[src/rtl/if_id_queue.sv]
// Instruction queue between fetch and decode: DEPTH-entry circular buffer
// carrying instruction/address, with flush, hold-driven stall and a registered interrupt flag.
module if_id_queue #(
  parameter int unsigned    DEPTH    = 4,
  parameter int unsigned    AW       = 32,
  parameter int unsigned    IW       = 32,
  parameter int unsigned    INTW     = 8,
  parameter int unsigned    HOLD_W   = 3,
  parameter int unsigned    HOLD_IF  = 1,
  parameter logic [IW-1:0]  NOP_INST = 32'h00000013
) (
  input  logic                       clk,
  input  logic                       rst,
  input  logic [IW-1:0]              inst_i,
  input  logic [AW-1:0]              inst_addr_i,
  input  logic                       inst_valid_i,
  input  logic [INTW-1:0]            int_flag_i,
  input  logic [HOLD_W-1:0]          hold_flag_i,
  input  logic                       flush_i,
  output logic                       ready_o,
  output logic [$clog2(DEPTH):0]     count_o,
  output logic [IW-1:0]              inst_o,
  output logic [AW-1:0]              inst_addr_o,
  output logic                       inst_valid_o,
  output logic [INTW-1:0]            int_flag_o
);

  localparam int unsigned PW = $clog2(DEPTH);
  localparam int unsigned CW = PW + 1;
  localparam logic [HOLD_W-1:0] HOLD_LVL = HOLD_W'(HOLD_IF);
  localparam logic [CW-1:0]     FULL_CNT = CW'(DEPTH);

  logic [IW-1:0]   inst_mem_q [DEPTH];
  logic [AW-1:0]   addr_mem_q [DEPTH];

  logic [PW-1:0]   wr_ptr_q, wr_ptr_d;
  logic [PW-1:0]   rd_ptr_q, rd_ptr_d;
  logic [CW-1:0]   count_q, count_d;
  logic [INTW-1:0] int_flag_q, int_flag_d;

  logic empty, full, stall, push, pop;

  always_comb begin
    empty = (count_q == '0);
    full  = (count_q == FULL_CNT);
    stall = (hold_flag_i >= HOLD_LVL);
    push  = inst_valid_i && !full && !flush_i;
    pop   = !empty && !stall && !flush_i;
  end

  // Push decision uses pre-pop occupancy, so a full queue never refills in the popping cycle.
  always_comb begin
    wr_ptr_d   = wr_ptr_q;
    rd_ptr_d   = rd_ptr_q;
    count_d    = count_q;
    int_flag_d = int_flag_q;
    if (flush_i) begin
      wr_ptr_d   = '0;
      rd_ptr_d   = '0;
      count_d    = '0;
      int_flag_d = '0;
    end else begin
      if (push) wr_ptr_d = wr_ptr_q + PW'(1);
      if (pop)  rd_ptr_d = rd_ptr_q + PW'(1);
      if (push && !pop)      count_d = count_q + CW'(1);
      else if (pop && !push) count_d = count_q - CW'(1);
      if (!stall) int_flag_d = int_flag_i;
    end
  end

  always_ff @(posedge clk) begin
    if (!rst) begin
      wr_ptr_q   <= '0;
      rd_ptr_q   <= '0;
      count_q    <= '0;
      int_flag_q <= '0;
    end else begin
      wr_ptr_q   <= wr_ptr_d;
      rd_ptr_q   <= rd_ptr_d;
      count_q    <= count_d;
      int_flag_q <= int_flag_d;
    end
  end

  always_ff @(posedge clk) begin
    if (rst && push) begin
      inst_mem_q[wr_ptr_q] <= inst_i;
      addr_mem_q[wr_ptr_q] <= inst_addr_i;
    end
  end

  always_comb begin
    ready_o      = !full;
    count_o      = count_q;
    int_flag_o   = int_flag_q;
    inst_o       = NOP_INST;
    inst_addr_o  = '0;
    inst_valid_o = 1'b0;
    if (!empty) begin
      inst_o       = inst_mem_q[rd_ptr_q];
      inst_addr_o  = addr_mem_q[rd_ptr_q];
      inst_valid_o = 1'b1;
    end
  end

endmodule

[config.mk]
export PLATFORM = sky130hd
export DESIGN_NAME = if_id_queue
export DESIGN_NICKNAME = d
export VERILOG_FILES = /design/src/rtl/if_id_queue.sv
export SDC_FILE = /design/constraint.sdc
export NUM_CORES = 1
export LEC_CHECK = 0
export ABC_AREA = 1
export CORE_MARGIN = 4
export CORE_UTILIZATION = 54
export DETAILED_ROUTE_END_ITERATION = 6
export HOLD_SLACK_MARGIN = 0.02
export PLACE_DENSITY = 0.79
export SYNTH_ARGS = -nofsm -noshare
export SYNTH_HDL_FRONTEND = slang
export SYNTH_SLANG_ARGS = --single-unit
[constraint.sdc]
create_clock -name clk -period 4.5 [get_ports clk]
set_input_delay 0.675 -clock clk [delete_from_list [all_inputs] [get_ports clk]]
set_output_delay 0.675 -clock clk [all_outputs]
set_load 0.005 [all_outputs]
-- Word level (Yosys, flattened, before mapping)
Memories as Yosys holds them, arrays and structs flattened. A register that Yosys moved wholly into a read port is not among the register bits.
Cells that the tools add are included.
- bitwise logic cells: 1
- $lt $le $gt $ge: 1
- add/sub/neg operators: 4
- mux-type cells: 11
- equal/unequal tests: 1
- reductions and logical operators: 16
- operators by type and width (operator ; number):
    2-to-1 mux 32 bit ; 2
    2-to-1 mux 2 bit ; 4
    logical AND 1 bit ; 7
    zero test 1 bit ; 6
    2-to-1 mux 3 bit ; 2
    adder 2 x 1 -> 2 bit, second input constant ; 2
    adder 3 x 1 -> 3 bit, second input constant ; 1
    == test 3 bit, second input constant ; 1
    greater-or-equal comparator 3 x 1 -> 1 bit, second input constant ; 1
    zero test 3 bit ; 1
    2-to-1 mux 1 bit ; 3
    subtractor 3 x 1 -> 3 bit, second input constant ; 1
    nonzero test 2 bit ; 1
    OR reduction 2 bit ; 1
    NOT 1 bit ; 1
- output and inout bits: 77
- input bits: 79
- logic and storage cells: 40
- memories: 2
- RAM bits: 256
- register bits: 15
- memories (name ; words ; width ; rd ports ; clocked after Yosys merged registers in ; wr ports ; line ; text):
    addr_mem_q ; 4 ; 32 ; 1 ; 1 ; 1 ; 34 ; logic [AW-1:0] addr_mem_q [DEPTH];
    inst_mem_q ; 4 ; 32 ; 1 ; 1 ; 1 ; 33 ; logic [IW-1:0] inst_mem_q [DEPTH];

-- Logic depth before layout (Yosys ltp)
- depth in word-level cells: 8
- depth in mapped cells: 12
- depth with buffers taken out: 12

-- Least setup slack after synthesis
Ideal clock, no wire load.
- path type: input -> register
- from: input port inst_valid_i
- to: memory addr_mem_q[0][0] (enable)
- data arrival time: 3.686 ns
- path slack: 0.327 ns
- buffers on the path: 0
- library setup time: 0.486 ns
- cell stages on the path: 4
- required time: 4.014 ns
- path through: nand2_1 nor2_1 nand2_1 nor2_1
- word-level cells in the longest chain between the ends: 5
- RTL lines (what ; line ; text):
    start: declaration ; 16 ; input logic inst_valid_i,
    logical AND 1 bit (2 in series) ; 47 ; push = inst_valid_i && !full && !flush_i;
    named net push ; 41 ; logic empty, full, stall, push, pop;
    logical AND 1 bit ; 86 ; if (rst && push) begin
    2-to-1 mux 1 bit ; 86 ;
    2-to-1 mux 1 bit (not written as such) ; 88 ; addr_mem_q[wr_ptr_q] <= inst_addr_i;
    end: declaration ; 34 ;
The timed path passes the listed nets, and every way through them passes these cells.

==> metrics.sh <==
POWER.DENSITY_CELL_AREA_nW_PER_UM2=389
GRT_PASS1_VIAS=7027
CTS.REPORTEDPATHS.CLKPINSLEW_NS=0.06
FLOORPLAN.INITIALDENSITY=0.550
CTS_MAX_LEVEL=1
PLACE_INST=1242
MAPPEDNETLISTAREA_UM2=10700
MAXSLEWHEADROOM=0.356
SHARE_CLK_OF_TOTAL_POWER=0.394
SYNTH_FP_NETS=943
CLOCK_TREE.BUFFER_DEPTH=3
ANTENNA_LEFT=0
FINISH.NET_COUNT=1091
NFILLCELLS=1423
LAYOUT-AREA-OVERHEAD-VS-SYNTH_PCT=23.2
NUMCTSBUFFERS=27
COMBINATIONAL_FRACTION_OF_DESIGN_POWER=0.056
SKEW_NS=0.00600
DRTPASS1ITERATIONS=5
FINALSETUPVIOLATIONS=0
WORST_SKEW_PAIR.LATE_LATENCY_NS=0.51
DETAIL_ROUTE.DRC_VIOLATIONS=0
POSTSYNTHREGISTERBITS=273
NUM_CLOCK_SINKS=273
TIGHTESTPINTRANSITION_NS=0.966
INSTANCES_NO_FILL=1290
CRITICAL_PATH_CLASS='register to output port'
FMAX_MHz=255
DETAILEDROUTE.FIRSTITERATIONVIOLATIONS=473
FINALCRITICALPERIOD_NS=3.92
VDD_IR_DROP_MAX_V=0.000305
GLOBALPLACE.CONGESTION=0.744
OVERFLOW=0
VIA_PER_INST=5.41
FIN_SETUP_TNS_NS=0
GRT_START_MAX_NET_PINS=91
FINISH.INSTANCE_AREA_UM2=13200
CP.ARRIVAL_NS=3.25
NUMBER_OF_LIBRARY_CELL_TYPES_MAPPED_BY_SYNTHESIS=19
LEAKAGEPOWER_nW=4.43
MAX_CAP_VIOLS=0
OUTCOME='complete, no violations'
WORST_HOLD_PATH_CLASS='register to register'
VIAS=6976
DIE_HEIGHT_UM=149
GRT_SETUP_UNREPAIRED='false'
CTS.ROOT.BUFFER_CELL='clkbuf_16'
POWER_REPORT.INTERNAL_TOTAL_W=0.00411
WL_PER_CELL_UM=18.0
CTS_TREE='done'
POST_CTS_HOLD_BUFFER_COUNT=0
WORST_EP_REQUIRED_TIME_NS=3.83
COUNT_OF_STANDARD_CELL_ROWS=51
TOTAL_GLOBAL_ROUTE_TRACK_USAGE=0.205
SHARE_OF_THE_SYNTHESIZED_AREA_IN_THE_TOP_CELL_TYPE=0.718
YOSYSSEQAREASHARE=0.750
SLEW_VIOLATIONS=0
NETSWITCHINGFRACTION=0.198
POWER.NET_SWITCHING_W=0.00101
FP.COREAREA_UM2=19500
YS.WARNINGS.COUNT=0
PLACE.PORT_BUFFERS=155
SYNTH.AVG_CELL_AREA_UM2=12.5
DETAILED_PLACER_S_ENDING_HPWL_MM=13.6
GRT_ANTENNA_BEFORE_REPAIR=1
HOLD_VIOLATIONS=0
POST_SYNTH_MAIN_AREA_CONTRIBUTORS='edfxtp_1 72%, nor2_1 9.6%, o21ai_0 6.3%, a21oi_1 3.4%, dfxtp_1 3.2%'
IO_COUNT=156
PLACED_AREA_UM2=12400
GRT_FIRST_PASS_WIRELENGTH_MM=35.9
PORTION_OF_TOTAL_POWER_ATTRIBUTED_TO_SEQUENTIAL_CELLS=0.550
POSTCTSSETUPBUFFERS=0
TIMING.FINAL.CRIT_SHARE=0.871
DRIVE_ABOVE_1_SHARE=0.0518
SYNTHDOMINANTAREACELLTYPE='edfxtp_1'
CRITICAL_PATH_PEAK_FANOUT=61
ROUTED_WL_MM=23.3
FLOORPLAN.DIE_AREA_UM2=22100
NETLIST_INSTANCES=858
SETUP.WORST_PATH.START_CLASS='register'
DIE_W_UM=149
CTS_RESIZED=0
CRITICAL_PATH.ENDPOINT_TYPE='output port'
## power groups by stage
stage	Sequential (W)	Clock, W	Combinational (W)
3_3_place_gp	0.00287	0	0.000284
5_1_grt	0.00282	0.00216	0.000312
4_1_cts	0.00282	0.00205	0.000292
3_5_place_dp	0.00287	0	0.000289
2_1_floorplan	0.00287	0	0.0000891
6_report	0.00282	0.00202	0.000288
## synth_stat cells
cell      instances
nor2_1          273
edfxtp_1        256
o21ai_0         135
a21oi_1          72
nand2_1          28
dfxtp_1          17
buf_6            16
buf_2            13
inv_1            13
clkbuf_1         10
buf_1             6
ha_1              5
inv_2             4
nand3_1           3
buf_4             2
xor2_1            2
clkbuf_2          1
fa_1              1
nor3_1            1
## per-stage QoR
stage	hold WS, ns	power [W]	util	setup WS (ns)
finish	0.480	0.00512	0.678	0.579
CTS	0.485	0.00515	0.677	0.542
global placement	0.462	0.00315	0.637	1.14
global route	0.511	0.00529	0.678	0.333
floorplan	0.465	0.00296	-	0.327
detailed placement	0.473	0.00316	0.637	1.09
## layout make-up
cell class	instances	area, µm²	share of cell area
Antenna cell	1	2.50	0.000190
Clock buffer	36	709	0.0538
Clock inverter	11	75.1	0.00569
Inverter	17	65.1	0.00493
Multi-Input combinational cell	520	2320	0.176
Sequential cell	273	8030	0.609
Tap cell	265	332	0.0251
Timing Repair Buffer	167	1650	0.125
## worst paths after layout
path	startpoint	endpoint	slack, ns	cells past startpoint
max	register	inst_o[12]	0.58	5
min	int_flag_o[6]	int_flag_o[6]	0.48	2
max reg2reg	count_o[0]	addr_mem_q[2][12]	2.04	7
min reg2reg	int_flag_o[6]	int_flag_o[6]	0.48	2
## worst max-delay path, stage by stage (launching register included)
cell and delay [ns]:
dfxtp_4 0.63, clkinv_2 0.70, buf_4 0.50, o21ai_0 0.24
a21oi_1 0.12, clkdlybuf4s50_1 0.50
## routing by layer
metal | vias up | track usage | wire length (µm)
met3 | 40 | 0.0340 | 1500
met4 | 0 | 0.0719 | 589
li1 | 3307 | - | -
met5 | - | 0 | 0
met2 | 246 | 0.355 | 11700
met1 | 3383 | 0.266 | 9470
## layout by cell type (no fill, tap or decap)
master and instances:
inv_1 13, a21oi_1 72, clkinv_4 1, dfxtp_2 1, inv_2 3, clkinv_1 7, bufinv_16 1, nor3_1 1
ha_1 5, nand3_1 3, clkbuf_16 27, nor2_1 269, edfxtp_1 256, clkbuf_1 9, o21ai_0 135, dfxtp_1 15
diode_2 1, nand2_1 28, xor2_1 2, clkdlybuf4s50_1 155, fa_1 1, dfxtp_4 1, buf_12 1, clkinv_2 3
nor2_4 4, buf_4 11
## flip-flops by register name, indices dropped and copies added (netlist names), named ones only
register    count
addr_mem_q    128
inst_mem_q    128
int_flag_o      8
count_o         3
rd_ptr_q        2
wr_ptr_q        2
## kinds of logic (layout without fill, tap and decap cells)
| group | count (synthesis) | in the layout | synth area share |
|---|---|---|---|
| simple gates | 305 | 305 | 0.107 |
| flops | 273 | 273 | 0.750 |
| compound gates | 207 | 207 | 0.0968 |
| buf+inv | 65 | 231 | 0.0364 |
| fa+ha+maj | 6 | 6 | 0.00772 |
| xor+xnor | 2 | 2 | 0.00164 |
| other cells | 0 | 1 | 0 |
Power figures use the tool's default switching activity.
